### config.mk
export PLATFORM = sky130hd
export DESIGN_NAME = output_buffer_3x3_ctrl_flat
export DESIGN_NICKNAME = d
export VERILOG_FILES = /design/src/rtl/output_buffer_3x3_pkg.sv /design/src/rtl/output_buffer_3x3_ctrl_if.sv /design/src/rtl/output_buffer_3x3_raster_cnt.sv /design/src/rtl/output_buffer_3x3_ctrl.sv /design/src/flat_wrapper.sv
export SDC_FILE = /design/constraint.sdc
export NUM_CORES = 1
export LEC_CHECK = 0
export BUFFER_PORTS_ARGS = -buffer_cell sky130_fd_sc_hd__buf_2
export CORE_MARGIN = 8
export CORE_UTILIZATION = 50
export CTS_CLUSTER_SIZE = 16
export DETAILED_ROUTE_END_ITERATION = 16
export PLACE_DENSITY = 0.81
export SYNTH_ARGS = -nofsm -noshare
export SYNTH_HDL_FRONTEND = slang
export SYNTH_SLANG_ARGS = --single-unit
### constraint.sdc
create_clock -name clk -period 4.3 [get_ports clk]
set_clock_uncertainty 0.2 [all_clocks]
set_input_delay 0.86 -clock clk [delete_from_list [all_inputs] [get_ports clk]]
set_output_delay 0.86 -clock clk [all_outputs]
set_load 0.02 [all_outputs]
### src/rtl/output_buffer_3x3_pkg.sv
// Shared types, geometry constants and address helper for the padded 3x3 output buffer.
// The layer geometry is fixed here so that every file in the slice agrees on the widths.
package output_buffer_3x3_pkg;

    localparam int unsigned DATA_WIDTH   = 8;
    localparam int unsigned OUT_CHANNELS = 3;
    localparam int unsigned IN_WIDTH     = 5;
    localparam int unsigned IN_HEIGHT    = 5;

    localparam int unsigned PAD_W = IN_WIDTH + 2;
    localparam int unsigned PAD_H = IN_HEIGHT + 2;
    localparam int unsigned N_PIX = IN_WIDTH * IN_HEIGHT;
    localparam int unsigned DEPTH = PAD_W * PAD_H * OUT_CHANNELS;

    localparam int unsigned WR_ADDR_W = $clog2(DEPTH);
    localparam int unsigned RD_ADDR_W = $clog2(N_PIX);
    localparam int unsigned CH_W      = (OUT_CHANNELS > 1) ? $clog2(OUT_CHANNELS) : 1;
    localparam int unsigned COL_W     = $clog2(PAD_W);
    localparam int unsigned ROW_W     = $clog2(PAD_H);

    typedef enum logic [1:0] {
        ST_PAD   = 2'd0,
        ST_FILL  = 2'd1,
        ST_DRAIN = 2'd2
    } state_t;

    typedef struct packed {
        logic                  en;
        logic                  is_padding;
        logic [WR_ADDR_W-1:0]  addr;
        logic [DATA_WIDTH-1:0] data;
    } buf_wr_t;

    // Padded-raster coordinate to flat buffer address, channel fastest.
    function automatic logic [WR_ADDR_W-1:0] buf_addr(input logic [ROW_W-1:0] row_p,
                                                      input logic [COL_W-1:0] col_p,
                                                      input logic [CH_W-1:0]  ch);
        return WR_ADDR_W'((32'(row_p) * 32'(PAD_W) + 32'(col_p)) * 32'(OUT_CHANNELS) + 32'(ch));
    endfunction

endpackage

### src/rtl/output_buffer_3x3_ctrl_if.sv
// Stream-in, buffer-control and window-out signals of the output buffer sequencer.
// master: the sequencer; slave: the surrounding conv engine, buffer and next layer.
interface output_buffer_3x3_ctrl_if;
    import output_buffer_3x3_pkg::*;

    logic [DATA_WIDTH-1:0] s_data;
    logic                  s_valid;
    logic                  s_ready;
    logic [DATA_WIDTH-1:0] buf_wr_data;
    logic [WR_ADDR_W-1:0]  buf_wr_addr;
    logic                  buf_is_padding;
    logic                  buf_wr_en;
    logic [RD_ADDR_W-1:0]  buf_rd_addr;
    logic                  buf_rd_en;
    logic                  m_valid;
    logic                  m_ready;
    logic                  frame_done;

    modport master (
        input  s_data, s_valid, m_ready,
        output s_ready, buf_wr_data, buf_wr_addr, buf_is_padding, buf_wr_en,
               buf_rd_addr, buf_rd_en, m_valid, frame_done
    );

    modport slave (
        output s_data, s_valid, m_ready,
        input  s_ready, buf_wr_data, buf_wr_addr, buf_is_padding, buf_wr_en,
               buf_rd_addr, buf_rd_en, m_valid, frame_done
    );

endinterface

### src/rtl/output_buffer_3x3_raster_cnt.sv
// Nested ch -> col -> row raster counter; skip_col jumps from the end of a channel sweep
// straight to the last column so a caller can walk only the border of a padded frame.
module output_buffer_3x3_raster_cnt #(
    parameter int unsigned N_CH  = 3,
    parameter int unsigned N_COL = 7,
    parameter int unsigned N_ROW = 7,
    parameter int unsigned CH_W  = 2,
    parameter int unsigned COL_W = 3,
    parameter int unsigned ROW_W = 3
) (
    input  logic             clk,
    input  logic             rst,
    input  logic             en,
    input  logic             skip_col,
    output logic [CH_W-1:0]  ch,
    output logic [COL_W-1:0] col,
    output logic [ROW_W-1:0] row,
    output logic             wrap
);

    logic ch_last;
    logic col_last;
    logic row_last;

    assign ch_last  = (ch  == CH_W'(N_CH - 1));
    assign col_last = (col == COL_W'(N_COL - 1));
    assign row_last = (row == ROW_W'(N_ROW - 1));
    assign wrap     = en && ch_last && col_last && row_last;

    always_ff @(posedge clk) begin
        if (rst) begin
            ch  <= '0;
            col <= '0;
            row <= '0;
        end else if (en) begin
            if (ch_last) begin
                ch <= '0;
                if (skip_col) begin
                    col <= COL_W'(N_COL - 1);
                end else if (col_last) begin
                    col <= '0;
                    row <= row_last ? '0 : row + ROW_W'(1);
                end else begin
                    col <= col + COL_W'(1);
                end
            end else begin
                ch <= ch + CH_W'(1);
            end
        end
    end

endmodule

### src/rtl/output_buffer_3x3_ctrl.sv
// Sequencer for the padded 3x3 output buffer: border clear, frame fill, window drain.
// OUTPUT_BUFFER_3X3_CTRL_PAD_EN enables the one-shot border-zeroing PAD pass after reset.
module output_buffer_3x3_ctrl
    import output_buffer_3x3_pkg::*;
(
    input  logic                     clk,
    input  logic                     rst,
    output_buffer_3x3_ctrl_if.master bus
);

`ifdef OUTPUT_BUFFER_3X3_CTRL_PAD_EN
    localparam state_t RST_STATE = ST_PAD;
`else
    localparam state_t RST_STATE = ST_FILL;
`endif

    state_t               state;
    state_t               state_nxt;
    buf_wr_t              wr_q;
    buf_wr_t              wr_d;
    logic                 s_ready_q;
    logic                 s_ready_d;
    logic                 m_valid_q;
    logic                 m_valid_d;
    logic                 frame_done_q;
    logic                 frame_done_d;
    logic [RD_ADDR_W-1:0] rd_addr_q;
    logic [RD_ADDR_W-1:0] rd_addr_d;
    logic                 rd_done_q;
    logic                 rd_done_d;
    logic                 fire;
    logic                 rd_issue;
    logic                 last_accept;

    logic [CH_W-1:0]      fill_ch;
    logic [COL_W-1:0]     fill_col;
    logic [ROW_W-1:0]     fill_row;
    logic                 fill_wrap;

    assign fire        = (state == ST_FILL) && s_ready_q && bus.s_valid;
    // Read issue is combinational on m_ready so a stalled window is never overwritten.
    assign rd_issue    = !rst && (state == ST_DRAIN) && !rd_done_q && (!m_valid_q || bus.m_ready);
    assign last_accept = (state == ST_DRAIN) && rd_done_q && m_valid_q && bus.m_ready;

    output_buffer_3x3_raster_cnt #(
        .N_CH (OUT_CHANNELS), .N_COL(IN_WIDTH), .N_ROW(IN_HEIGHT),
        .CH_W (CH_W),         .COL_W(COL_W),    .ROW_W(ROW_W)
    ) u_fill_cnt (
        .clk     (clk),
        .rst     (rst),
        .en      (fire),
        .skip_col(1'b0),
        .ch      (fill_ch),
        .col     (fill_col),
        .row     (fill_row),
        .wrap    (fill_wrap)
    );

`ifdef OUTPUT_BUFFER_3X3_CTRL_PAD_EN
    logic [CH_W-1:0]  pad_ch;
    logic [COL_W-1:0] pad_col;
    logic [ROW_W-1:0] pad_row;
    logic             pad_wrap;
    logic             pad_skip;

    // Interior rows only touch column 0 and the last column.
    assign pad_skip = (pad_row != '0) && (pad_row != ROW_W'(PAD_H - 1)) && (pad_col == '0);

    output_buffer_3x3_raster_cnt #(
        .N_CH (OUT_CHANNELS), .N_COL(PAD_W), .N_ROW(PAD_H),
        .CH_W (CH_W),         .COL_W(COL_W), .ROW_W(ROW_W)
    ) u_pad_cnt (
        .clk     (clk),
        .rst     (rst),
        .en      (state == ST_PAD),
        .skip_col(pad_skip),
        .ch      (pad_ch),
        .col     (pad_col),
        .row     (pad_row),
        .wrap    (pad_wrap)
    );
`endif

    // State and registered outputs.
    always_ff @(posedge clk) begin
        if (rst) begin
            state        <= RST_STATE;
            wr_q         <= '0;
            s_ready_q    <= 1'b0;
            m_valid_q    <= 1'b0;
            frame_done_q <= 1'b0;
            rd_addr_q    <= '0;
            rd_done_q    <= 1'b0;
        end else begin
            state        <= state_nxt;
            wr_q         <= wr_d;
            s_ready_q    <= s_ready_d;
            m_valid_q    <= m_valid_d;
            frame_done_q <= frame_done_d;
            rd_addr_q    <= rd_addr_d;
            rd_done_q    <= rd_done_d;
        end
    end

    // Next-state logic.
    always_comb begin
        state_nxt = state;
        case (state)
`ifdef OUTPUT_BUFFER_3X3_CTRL_PAD_EN
            ST_PAD:   if (pad_wrap) state_nxt = ST_FILL;
`else
            ST_PAD:   state_nxt = ST_FILL;
`endif
            ST_FILL:  if (fill_wrap) state_nxt = ST_DRAIN;
            ST_DRAIN: if (last_accept) state_nxt = ST_FILL;
            default:  state_nxt = ST_FILL;
        endcase
    end

    // Next values of the registered outputs.
    always_comb begin
        wr_d         = '0;
        s_ready_d    = (state_nxt == ST_FILL);
        m_valid_d    = m_valid_q;
        frame_done_d = 1'b0;
        rd_addr_d    = rd_addr_q;
        rd_done_d    = rd_done_q;
        case (state)
`ifdef OUTPUT_BUFFER_3X3_CTRL_PAD_EN
            ST_PAD: begin
                wr_d.en         = 1'b1;
                wr_d.is_padding = 1'b1;
                wr_d.addr       = buf_addr(pad_row, pad_col, pad_ch);
            end
`endif
            ST_FILL: begin
                if (fire) begin
                    wr_d.en   = 1'b1;
                    wr_d.addr = buf_addr(fill_row + ROW_W'(1), fill_col + COL_W'(1), fill_ch);
                    wr_d.data = bus.s_data;
                end
            end
            ST_DRAIN: begin
                if (rd_issue) begin
                    m_valid_d = 1'b1;
                    if (rd_addr_q == RD_ADDR_W'(N_PIX - 1)) begin
                        rd_done_d = 1'b1;
                    end else begin
                        rd_addr_d = rd_addr_q + RD_ADDR_W'(1);
                    end
                end else if (m_valid_q && bus.m_ready) begin
                    m_valid_d = 1'b0;
                end
                if (last_accept) begin
                    frame_done_d = 1'b1;
                    rd_addr_d    = '0;
                    rd_done_d    = 1'b0;
                end
            end
            default: ;
        endcase
    end

    assign bus.s_ready        = s_ready_q;
    assign bus.buf_wr_en      = wr_q.en;
    assign bus.buf_wr_addr    = wr_q.addr;
    assign bus.buf_wr_data    = wr_q.data;
    assign bus.buf_is_padding = wr_q.is_padding;
    assign bus.buf_rd_en      = rd_issue;
    assign bus.buf_rd_addr    = rd_addr_q;
    assign bus.m_valid        = m_valid_q;
    assign bus.frame_done     = frame_done_q;

endmodule

### src/flat_wrapper.sv
// flat-port wrapper written by rule: the top's interface ports become plain ports
module output_buffer_3x3_ctrl_flat import output_buffer_3x3_pkg::*;
  (clk, rst, bus_s_data, bus_s_valid, bus_m_ready, bus_s_ready, bus_buf_wr_data, bus_buf_wr_addr, bus_buf_is_padding, bus_buf_wr_en, bus_buf_rd_addr, bus_buf_rd_en, bus_m_valid, bus_frame_done);
  output_buffer_3x3_ctrl_if bus_i ();
  input  logic clk;
  input  logic rst;
  input wire logic [$bits(bus_i.s_data)-1:0] bus_s_data;
  input wire logic [$bits(bus_i.s_valid)-1:0] bus_s_valid;
  input wire logic [$bits(bus_i.m_ready)-1:0] bus_m_ready;
  output wire logic [$bits(bus_i.s_ready)-1:0] bus_s_ready;
  output wire logic [$bits(bus_i.buf_wr_data)-1:0] bus_buf_wr_data;
  output wire logic [$bits(bus_i.buf_wr_addr)-1:0] bus_buf_wr_addr;
  output wire logic [$bits(bus_i.buf_is_padding)-1:0] bus_buf_is_padding;
  output wire logic [$bits(bus_i.buf_wr_en)-1:0] bus_buf_wr_en;
  output wire logic [$bits(bus_i.buf_rd_addr)-1:0] bus_buf_rd_addr;
  output wire logic [$bits(bus_i.buf_rd_en)-1:0] bus_buf_rd_en;
  output wire logic [$bits(bus_i.m_valid)-1:0] bus_m_valid;
  output wire logic [$bits(bus_i.frame_done)-1:0] bus_frame_done;
  assign bus_i.s_data = bus_s_data;
  assign bus_i.s_valid = bus_s_valid;
  assign bus_i.m_ready = bus_m_ready;
  assign bus_s_ready = bus_i.s_ready;
  assign bus_buf_wr_data = bus_i.buf_wr_data;
  assign bus_buf_wr_addr = bus_i.buf_wr_addr;
  assign bus_buf_is_padding = bus_i.buf_is_padding;
  assign bus_buf_wr_en = bus_i.buf_wr_en;
  assign bus_buf_rd_addr = bus_i.buf_rd_addr;
  assign bus_buf_rd_en = bus_i.buf_rd_en;
  assign bus_m_valid = bus_i.m_valid;
  assign bus_frame_done = bus_i.frame_done;
  output_buffer_3x3_ctrl u_core (.clk(clk), .rst(rst), .bus(bus_i));
endmodule
**Yosys cells after proc, flatten, opt, wreduce, memory -nomap -nowiden**

Index checks and enable logic that the tools add are counted.

- $mul: 2
- Eq/ne operators: 8
- $add $sub $neg: 6
- Bitwise logic cells: 3
- Muxes and demuxes: 16
- Reductions and logical operators: 27

Operator list:

| kind | count |
|---|---|
| 32-bit by 2-bit multiplier with 8-bit output (second input constant) | 1 |
| 5-bit 2-to-1 mux | 3 |
| 1-bit logical AND | 12 |
| 3-bit AND reduction | 3 |
| 8-bit by 2-bit adder with 8-bit output | 1 |
| 6-bit by 3-bit adder with 7-bit output | 1 |
| 1-bit 2-to-1 mux | 7 |
| 3-bit by 1-bit adder with 3-bit output (second input constant) | 2 |
| 3-bit == test (second input constant) | 2 |
| 3-bit by 3-bit multiplier with 6-bit output (second input constant) | 1 |
| 2-bit 2-to-1 mux | 3 |
| 3-bit 2-to-1 mux | 2 |
| 2-bit nonzero test | 3 |
| 5-bit by 1-bit adder with 5-bit output (second input constant) | 1 |
| 5-bit == test (second input constant) | 1 |
| 2-bit by 1-bit == test with 1-bit output (second input constant) | 2 |
| 2-bit == test (second input constant) | 2 |
| 2-bit one-hot mux with 2 select lines | 1 |
| 2-bit AND reduction | 2 |
| 2-bit OR reduction | 2 |
| 1-bit zero test | 3 |
| 1-bit inverter | 3 |
| 3-bit OR reduction | 1 |
| 2-bit by 1-bit adder with 2-bit output (second input constant) | 1 |
| other kinds (2) | 2 |

- Input port bits: 12
- Output and inout bits: 27
- Register bits: 36

**Depth between registers and ports, before layout**

Gate-level depths: netlist of the first run.

- Depth in word-level cells: 9
- Depth in mapped cells: 18
- Mapped depth without buffers: 18

**By module**

A second synthesis of the first run with hierarchy kept.

- Cells, all modules: 229
- Area, all modules: 2170.8 µm²

Modules (own cells, without submodules):

| module | sequential area each (µm²) | cells each | area each (µm²) | instances |
|---|---|---|---|---|
| output_buffer_3x3_ctrl | 560.5 | 176 | 1717.9 | 1 |
| output_buffer_3x3_raster_cnt | 160.2 | 53 | 452.9 | 1 |

**Worst setup path after synthesis of the first run**

Ideal clock, no wire load.

- Kind: register to register
- Start point: register u_core.u_fill_cnt.row[0]
- End point: register u_core.wr_q (netlist bit u_core.bus.buf_wr_addr[7])
- Cell stages (with the launch flop): 17
- Arrival: 3.991 ns
- Period minus slack after synthesis: 4.252 ns
- Setup slack: 0.048 ns
- Cell sequence: dfxtp_1 -> inv_1 -> ha_1 -> xnor2_1 -> xor2_1 -> fa_1 -> inv_1 -> fa_1 -> a21oi_1 -> o21ai_0 -> xor2_1 -> ha_1 -> ha_1 -> o21a_1 -> o31a_1 -> or4_1 -> nand3_1

- Word-level cells in the longest chain between the ends: 5

RTL lines:

| what | RTL line | text |
|---|---|---|
| start, declared | output_buffer_3x3_raster_cnt.sv:17 | `output logic [ROW_W-1:0] row,` |
| start signal, assigned | output_buffer_3x3_raster_cnt.sv:42 | `row <= row_last ? '0 : row + ROW_W'(1);` |
| 3-bit by 1-bit adder with 3-bit output | output_buffer_3x3_ctrl.sv:139 | `wr_d.addr = buf_addr(fill_row + ROW_W'(1), fill_col + COL_W'(1), fill_ch);` |
| 3-bit by 3-bit multiplier with 6-bit output | output_buffer_3x3_pkg.sv:38 | `return WR_ADDR_W'((32'(row_p) * 32'(PAD_W) + 32'(col_p)) * 32'(OUT_CHANNELS) + 32'(ch));` |
| 6-bit by 3-bit adder with 7-bit output | output_buffer_3x3_pkg.sv:38 |  |
| 32-bit by 2-bit multiplier with 8-bit output | output_buffer_3x3_pkg.sv:38 |  |
| 8-bit by 2-bit adder with 8-bit output | output_buffer_3x3_pkg.sv:38 |  |
| end signal, assigned | output_buffer_3x3_ctrl.sv:96 | `wr_q <= wr_d;` |
| end, declared | output_buffer_3x3_ctrl.sv:19 | `buf_wr_t wr_q;` |

No other way between the ends.
A chain may end at the register's enable or synchronous reset.

**Worst setup path after layout of the first run**

Same ends and word-level chain as after synthesis.

==> impl_metrics.ini, run 1 <==
[outcome]
status = complete, no violations

[power_and_ir_drop]
p_per_area_nw_per_um2 = 275
leakage_nw = 1.18
combPwrFrac_pct = 7.7
p_seq_share_pct = 50.0
p_int_w = 0.000533
swShare_pct = 23.1
power_switching_w = 0.000161
ir_drop_mv = 0.203
clock_power_share_pct = 42.3

[worst_setup_path]
rr_startpoint = u_core.u_fill_cnt.row[0]
worstPathRequired_ns = 4.33
worst_setup_path_start_kind = flip-flop
reg2reg_depth = 16
cp_slowest_stage_delay_ns = 0.54
crit_top_cell = ha_1
crit_family = adder cells
setup.worst_path.end_class = flip-flop
path_class = flip-flop to flip-flop
crit_buf_inv = 2
crit_path_top_delay_cell = fa_1
path_max_fanout = 4
crit_arrival_ns = 4.15
rrSetupSlack_ns = 0.19
path_cells = buf_4 > ha_1 > xnor2_2 > xor2_1 > fa_1 > inv_2 > fa_2 > a21oi_2 > o21ai_1 > xor2_1 > ha_1 > ha_1 > o21a_1 > o31a_1 > or4_1 > nand3_1
reg2reg_to = u_core.bus.buf_wr_addr[7]

[final_layout]
area_growth_pct = 20.5
final_area_um2 = 2520
num_antenna_cells = 0
final_common_cell = buf_2
stdcell_count = 321
n_fill_cell = 327
final_cell_mix = 37 x buf_2, 35 x dfxtp_1, 27 x ha_1
final_nets = 315
fin_util_pct = 63.0
drive_gt1_share_pct = 24.4

[placement]
place_congestion = 0.791
dp.cells = 311
numPortBuffers = 37
hpwlAfterDp_um = 3220
dpl-instance-area_um2 = 2330

[global_route]
grt_pass1_vias = 1659
grt-ovfl-total = 0
grt_use_total_pct = 13.5
grt_start_max_net_pins = 19
antenna_found_initial = 0
grt_pass1_wl_um = 6990

[floorplanning]
core_area_um2 = 4000
num_rows = 23
initial_core_util_pct = 52.2
die_w_um = 80.6
io_pins = 39
die_h_um = 80.6
die_area_um2 = 6500

[timing]
setup_viol = 0
period_needed_ns = 4.11
fin_setup_tns_ns = 0
slew_violations = 0
hold_viol = 0
hold-worst-slack_ns = 0.336
fin_crit_sh_pct = 95.6
clock.fmax_ghz = 0.243

[cts]
cts_buffers = 5
clkLatencyLatePin_ns = 0.29
cts.clk_slew.worst_paths_ns = 0.07
cts_tree = done
cts_buffer_depth = 2
cts_root_buf = clkbuf_8
htree_levels = 2
cts_num_sinks = 36

[synth]
synth_edf_count = 0
syn_area_um2 = 2090
netlist_instances = 226
synth_nets = 271
yosys_warnings = 0
synth_top_area_share_pct = 34.5
ys_ff_latch = 36
yosysSeqAreaShare_pct = 34.5
synthFlopType = dfxtp_1
yosysTopAreaCell = dfxtp_1
yosys-top-cells-area = dfxtp_1 34%, ha_1 17%, inv_1 4.0%
synthDistinctLibCells = 42
syn_area_per_cell_um2 = 9.25
synth-async-reset-ratio_pct = 0

[drt]
dr.pass1.iters = 4
drt-total-wl_um = 4340
drc_errors = 0
vias_per_cell = 5.32
ant_nets = 0
routed-via-count = 1709
drtIter0Drc = 75
routedWlPerCell_um = 13.5

[hold_path]
hold_start = u_core.u_fill_cnt.col[1]
hold_path_depth = 2
min_to = u_core.u_fill_cnt.col[1]
hold_path.class = flip-flop to flip-flop

[job]
drv_cap = 0
sequential cells by signal (all words and copies together) (netlist names):
register	flops
u_core.bus.buf_wr_addr	8
u_core.bus.buf_wr_data	8
u_core.bus.buf_rd_addr	5
u_core.u_fill_cnt.col	3
u_core.u_fill_cnt.row	3
u_core.state	2
u_core.u_fill_cnt.ch	2
u_core.bus.buf_wr_en	1
u_core.bus.frame_done	1
u_core.bus.m_valid	1
u_core.bus.s_ready	1
u_core.rd_done_q	1
through the flow:
stage	setup WS (ns)	total power, W
after floorplan	0.0476	0.000390
after global routing	-0.00794	0.000725
final	0.188	0.000694
after detailed placement	-0.0668	0.000407
after CTS	0.0418	0.000697
after global placement	0.0942	0.000405
power groups by stage:
stage	Sequential (W)	Clock (W)	Combinational, W
after detailed placement	0.000355	0	0.0000521
final	0.000347	0.000293	0.0000533
after global placement	0.000354	0	0.0000512
after global routing	0.000348	0.000317	0.0000596
after CTS	0.000347	0.000298	0.0000528
after floorplan	0.000362	0	0.0000285
how the worst max path moves through the flow:
stage,startpoint,to,slack [ns],cells past startpoint
after global placement,u_core.u_fill_cnt.row[1],u_core.bus.buf_wr_addr[7],0.09,16
after detailed placement,u_core.u_fill_cnt.row[1],u_core.bus.buf_wr_addr[7],-0.07,16
after global routing,u_core.u_fill_cnt.row[0],u_core.bus.buf_wr_addr[7],-0.008,16
after CTS,u_core.u_fill_cnt.row[1],u_core.bus.buf_wr_addr[7],0.04,16
final,u_core.u_fill_cnt.row[0],u_core.bus.buf_wr_addr[7],0.19,16
after floorplan,u_core.u_fill_cnt.row[0],u_core.bus.buf_wr_addr[7],0.05,16
final cells by class:
cell class / instances / area, µm² / share of cell area, %
Multi-Input combinational cell: 162 / 1310 / 52.0
Inverter: 22 / 82.6 / 3.28
Clock inverter: 3 / 42.5 / 1.69
Sequential cell: 36 / 722 / 28.7
Timing Repair Buffer: 43 / 230 / 9.14
Clock buffer: 5 / 68.8 / 2.73
Tap cell: 50 / 62.6 / 2.48
synthesized netlist by cell type, drive strengths merged, types with 3 or more instances:
master,count
a211oi,3
a31oi,5
and2,13
nand2b,4
inv,22
mux2i,4
fa,4
o21ai,4
nand2,7
a21oi,13
nor2,19
dfxtp,36
nand3,6
clkbuf,4
nor2b,4
nor4,3
ha,29
xnor2,7
xor2,4
nor3,7
repair_timing:
item                                   in CTS  in global routing
pin swaps                                   2                  2
endpoints found under the hold margin       0                  0
hold buffers                                0                  0
setup buffers                               0                  2
resized for setup                           4                  8
setup endpoints to repair                   1                  2
worst min-delay path, stage by stage (launching register included):
cell	delay [ns]
dfxtp_1	0.35
mux2i_1	0.07
nor2_1	0.08
cell families after synthesis:
| family | after synthesis | share of synthesized area (%) |
|---|---|---|
| adders and majority gates | 33 | 21.2 |
| DFF | 36 | 34.5 |
| and+or+nand+nor | 76 | 20.4 |
| AOI/OAI and AO/OA | 36 | 11.0 |
| muxes | 5 | 2.63 |
| other | 1 | 0.179 |
| xor gates and xnor gates | 11 | 4.61 |
| buffers and inverters | 28 | 5.57 |
metal layers:
layer	track usage (%)	routed length (µm)	part of all wire, %	vias to the layer above
li1	-	-	-	872
met1	15.1	1850	43	778
met2	22.5	2070	48	49
met3	4.02	338	7.8	10
met4	6.73	81	1.9	0
met5	0	0	0	-
Note: power is estimated with default switching activity, not from simulation.
==> run 2, diff against run 1 <==
- CTS_BUF_LIST: not set -> sky130_fd_sc_hd__clkbuf_16
- TNS_END_PERCENT: not set -> 5
==> run 2 against run 1 <==
  * Core utilization grew 1.6 points
  * Final area grew 2.5%
  * Power grew 16%
  * Clock-buffer cell count is the same
  * Die area is the same
  * Setup slack lost 0.0014 ns
  * Via count grew 0.94%
  * Critical path type unchanged
  * Largest cell class unchanged
==> impl_metrics.ini, run 2 (synthesis gave the netlist of run 1 again) <==
[cts]
htree_levels = 2
clkLatencyLatePin_ns = 0.28
cts.clk_slew.worst_paths_ns = 0.05
cts_num_sinks = 36
cts_tree = done
cts_buffer_depth = 2
cts_root_buf = clkbuf_16
cts_buffers = 5

[worst_setup_path]
path_class = flip-flop to flip-flop
setup.worst_path.end_class = flip-flop
cp_slowest_stage_delay_ns = 0.54
crit_arrival_ns = 4.13
crit_top_cell = ha_1
worst_setup_path_start_kind = flip-flop
crit_path_top_delay_cell = fa_1
path_max_fanout = 4
worstPathRequired_ns = 4.32
reg2reg_depth = 16
path_cells = buf_4 > ha_1 > xnor2_2 > xor2_1 > fa_1 > inv_2 > fa_2 > a21oi_2 > o21ai_1 > xor2_1 > ha_1 > ha_1 > o21a_1 > o31a_1 > or4_1 > nand3_1
rrSetupSlack_ns = 0.19

[power_and_ir_drop]
ir_drop_mv = 0.274
p_total_w = 0.000806
p_per_area_nw_per_um2 = 312
leakage_nw = 1.21

[global_route]
antenna_found_initial = 0
grt_use_total_pct = 13.8
grt_start_max_net_pins = 19
grt_pass1_vias = 1659
grt-ovfl-total = 0
grt_pass1_wl_um = 7160

[timing]
slew_violations = 0
setup_viol = 0
fin_crit_sh_pct = 95.7
clock.fmax_ghz = 0.243
hold_viol = 0
fin_setup_tns_ns = 0
period_needed_ns = 4.11
setup_ws_ns = 0.186

[drt]
routed-via-count = 1725
vias_per_cell = 5.36
drt-total-wl_um = 4420
drc_errors = 0
dr.pass1.iters = 4
routedWlPerCell_um = 13.7
ant_nets = 0
drtIter0Drc = 86

[floorplanning]
core_area_um2 = 4000
die_h_um = 80.6
num_rows = 23
die_area_um2 = 6500
die_w_um = 80.6
io_pins = 39
initial_core_util_pct = 52.2

[placement]
numPortBuffers = 37
dpl-instance-area_um2 = 2330
dp.cells = 311
place_congestion = 0.791
hpwlAfterDp_um = 3220
dpl_worst_slack_ns = -0.0668

[final_layout]
final_nets = 316
stdcell_count = 322
final_common_cell = buf_2
n_fill_cell = 312
area_growth_pct = 23.6
final_area_um2 = 2580
drive_gt1_share_pct = 24.6
final_cell_mix = 37 x buf_2, 35 x dfxtp_1, 27 x ha_1
num_antenna_cells = 0

[hold_path]
hold_path_depth = 2
hold_path.class = flip-flop to flip-flop

[job]
drv_cap = 0

[outcome]
status = complete, no violations
run 2: changes by cell type in the layout (fill, tap and decap cells not counted):
cell / delta
clkbuf_16: +5
buf_4: +1
clkbuf_8: -5
run 2: path summary, 6_finish.rpt:
check | from | end
worst min register to register | u_core.u_fill_cnt.col[1] | u_core.u_fill_cnt.col[1]
worst max-delay path | u_core.u_fill_cnt.row[0] | u_core.bus.buf_wr_addr[7]
worst max register to register | u_core.u_fill_cnt.row[0] | u_core.bus.buf_wr_addr[7]
worst min-delay path | u_core.u_fill_cnt.col[1] | u_core.u_fill_cnt.col[1]
run 2: layout make-up:
class | instances | area (µm²) | share of cell area [%]
Timing Repair Buffer | 44 | 238 | 9.21
Clock buffer | 5 | 125 | 4.84
Inverter | 22 | 82.6 | 3.20
Tap cell | 50 | 62.6 | 2.42
Multi-Input combinational cell | 162 | 1310 | 50.7
Clock inverter | 3 | 42.5 | 1.65
Sequential cell | 36 | 722 | 28.0
run 2: metal layers:
| layer | share of wire [%] | track usage, % |
|---|---|---|
| met1 | 44 | 15.9 |
| met2 | 47 | 22.9 |
| met3 | 7.3 | 4.02 |
| met4 | 1.6 | 6.55 |
| met5 | 0 | 0 |
run 2: power by group:
part | internal, W | total, W | leakage (nW) | switching, W
Clock | 0.000272 | 0.000405 | 0.0798 | 0.000133
Sequential | 0.000342 | 0.000348 | 0.292 | 0.00000533
Combinational | 0.0000201 | 0.0000537 | 0.837 | 0.0000335
Total | 0.000634 | 0.000806 | 1.21 | 0.000172
run 2: worst max-delay path, delay by kind of cell (launching register included):
kind	cells	cell delay, ns
and+or+nand+nor	2	0.56
DFF	1	0.30
adders and majority gates	5	1.81
buffers and inverters	2	0.20
AOI/OAI and AO/OA	4	0.49
xor gates and xnor gates	3	0.50
run 2: what timing repair did:
item,in CTS,in global routing
pin swaps,3,2
hold buffers,0,0
resized for setup,4,8
setup endpoints to repair,1,3
gates cloned,0,0
buffers inserted,1,2
run 2: metrics by stage:
stage	util [%]	hold slack [ns]
after floorplan	-	0.286
after global placement	58.3	0.306
after detailed placement	58.3	0.323
after CTS	63.0	0.335
after global routing	64.6	0.376
final	64.6	0.333
==> run 3, diff against run 2 <==
- CELL_PAD_IN_SITES_DETAIL_PLACEMENT: not set -> 1
- CELL_PAD_IN_SITES_GLOBAL_PLACEMENT: not set -> 1
- CORE_UTILIZATION: 50 -> 38
==> run 3 against run 2 <==
  * Final cell count up 6.2%
  * Fmax up 0.23%
  * Global-route usage down 1.1 points
  * Via count up 0.23%
  * Die area up 25%
  * Core utilization down 17 points
  * Register-to-register slack about the same
  * First-iteration DRC count down 22%
  * Critical path type unchanged
  * Highest routed layer unchanged
==> impl_metrics.ini, run 3 (synthesis gave the netlist of run 1 again) <==
[outcome]
status = complete, no violations

[timing]
worstMarginPinSlew_ns = 0.537
rsz0062_at_grt = false
setup_viol = 0
fin_setup_tns_ns = 0
slew_violations = 0
period_needed_ns = 4.10
hold_viol = 0
slew_headroom_pct = 63.9
fin_crit_sh_pct = 95.4
clock.fmax_ghz = 0.244

[drt]
drtIter0Drc = 67
dr.pass1.iters = 4
routed-via-count = 1729
routedWlPerCell_um = 14.9
drc_errors = 0
drt-total-wl_um = 5110
ant_nets = 0
vias_per_cell = 5.06

[final_layout]
n_fill_cell = 646
multi_input_area_um2 = 1300
ff_latch_area_um2 = 722
num_antenna_cells = 0
area_growth_pct = 23.6
final_cell_mix = 37 x buf_2, 35 x dfxtp_1, 27 x ha_1
final_nets = 314
drive_gt1_share_pct = 22.6
final_common_cell = buf_2

[hold_path]
hold_start = u_core.u_fill_cnt.col[1]
hold_path_depth = 2
hold_path.class = flip-flop to flip-flop
min_to = u_core.u_fill_cnt.col[1]

[cts]
hold_buffers = 0
cts_num_sinks = 36
cts_buffer_depth = 2
clkLatencyLatePin_ns = 0.27
cts_root_buf = clkbuf_16
cts_tree = done
cts.clk_slew.worst_paths_ns = 0.06
htree_levels = 2
cts_buffers = 5
cts_setup_buffers = 0

[placement]
hpwlAfterDp_um = 3850
numPortBuffers = 37
place_congestion = 0.782

[global_route]
use_met1_pct = 13.2
grt-ovfl-total = 0
busiest_layer = met2
grt.met2_usage_pct = 23.9
grt_pass1_wl_um = 8760
grt_use_total_pct = 12.7
grt_start_max_net_pins = 19
antenna_found_initial = 0
use_met3_pct = 2.58
grt_pass1_vias = 1915

[worst_setup_path]
rrSetupSlack_ns = 0.20
rr_startpoint = u_core.u_fill_cnt.row[0]
reg2reg_depth = 16
path_cells = buf_4 > ha_1 > xnor2_2 > xor2_1 > fa_1 > inv_1 > fa_2 > a21oi_2 > o21ai_1 > xor2_1 > ha_1 > ha_1 > o21a_1 > o31a_1 > or4_1 > nand3_1
path_max_fanout = 4
cp_slowest_stage_delay_ns = 0.52
setup.worst_path.end_class = flip-flop
crit_path_top_delay_cell = fa_1
path_class = flip-flop to flip-flop
worst_setup_path_start_kind = flip-flop
crit_family = adder cells
crit_arrival_ns = 4.13
reg2reg_to = u_core.bus.buf_wr_addr[7]
crit_top_cell = ha_1
crit_buf_inv = 2
worstPathRequired_ns = 4.32

[power_and_ir_drop]
power_switching_w = 0.000172
combPwrFrac_pct = 6.9
ir_drop_mv = 0.131
clock_power_share_pct = 49.9
p_seq_share_pct = 43.2
p_per_area_nw_per_um2 = 311
swShare_pct = 21.4
p_total_w = 0.000804
p_int_w = 0.000632
leakage_nw = 1.20

[floorplanning]
die_h_um = 90.2
io_pins = 39
die_w_um = 90.2
initial_core_util_pct = 38.7
num_rows = 27
die_area_um2 = 8130
core_area_um2 = 5410

[job]
drv_cap = 0
==> run 3: cell types whose count changed in the layout (fill, tap and decap cells not counted) <==
cell | before | now
buf_4 | 7 | 5
clkinv_1 | 0 | 2
clkinv_2 | 1 | 0
clkinvlp_4 | 1 | 0
inv_1 | 20 | 21
inv_2 | 2 | 1
xor2_1 | 3 | 4
xor2_2 | 1 | 0
==> run 3: area by class of cell <==
class                      instances  share of cell area [%]
clock inverter                     3                    1.45
tap                               72                    3.49
sequential                        36                    28.0
inverter                          22                    3.20
multi-input combinational        162                    50.4
clock buffer                       5                    4.84
timing repair buffer              42                    8.62
==> run 3: per-stage QoR <==
step	utilization, %	instance area [µm²]	cells	hold slack, ns	setup slack, ns
6_report	47.8	2580	342	0.332	0.196
5_1_grt	47.8	2580	342	0.381	0.0410
4_1_cts	47.2	2550	342	0.337	0.0135
3_5_place_dp	43.8	2370	334	0.324	-0.177
3_3_place_gp	43.8	2370	334	0.321	0.0777
2_1_floorplan	-	2090	226	0.286	0.0476
==> run 3: worst max-delay path by stage <==
stage                                           end                      from  slack (ns)  cells after the start
final                     u_core.bus.buf_wr_addr[7]  u_core.u_fill_cnt.row[0]        0.20                     16
after global placement    u_core.bus.buf_wr_addr[7]  u_core.u_fill_cnt.row[1]        0.08                     16
after floorplan           u_core.bus.buf_wr_addr[7]  u_core.u_fill_cnt.row[0]        0.05                     16
after CTS                 u_core.bus.buf_wr_addr[7]  u_core.u_fill_cnt.row[1]        0.01                     16
after detailed placement  u_core.bus.buf_wr_addr[7]  u_core.u_fill_cnt.row[1]       -0.18                     16
after global routing      u_core.bus.buf_wr_addr[7]  u_core.u_fill_cnt.row[0]        0.04                     16
==> run 3: per-layer routing <==
layer / vias up / routed length [µm]
met2: 26 / 2730
met4: 0 / 131
li1: 869 / -
met1: 823 / 2150
met3: 11 / 103
met5: - / 0
==> run 3: what timing repair did <==
| action | 4_1_cts | 5_1_grt |
|---|---|---|
| resized for setup | 6 | 4 |
| pin swaps | 1 | 2 |
| setup endpoints to repair | 1 | 2 |
==> run 3: worst register-to-register path, stage by stage, from the launching register on <==
cell and delay [ns]:
dfxtp_1 0.31, buf_4 0.15, ha_1 0.23, xnor2_2 0.15, xor2_1 0.17, fa_1 0.52, inv_1 0.07, fa_2 0.38
a21oi_2 0.17, o21ai_1 0.11, xor2_1 0.16, ha_1 0.30, ha_1 0.32, o21a_1 0.12, o31a_1 0.13, or4_1 0.47
nand3_1 0.09
==> run 3: power by group through the flow <==
stage	sequential [W]	combinational (W)	clock, W
finish	0.000348	0.0000551	0.000402
global route	0.000349	0.0000610	0.000424
CTS	0.000348	0.0000551	0.000413
detailed placement	0.000355	0.0000542	0
global placement	0.000354	0.0000521	0
floorplan	0.000362	0.0000285	0
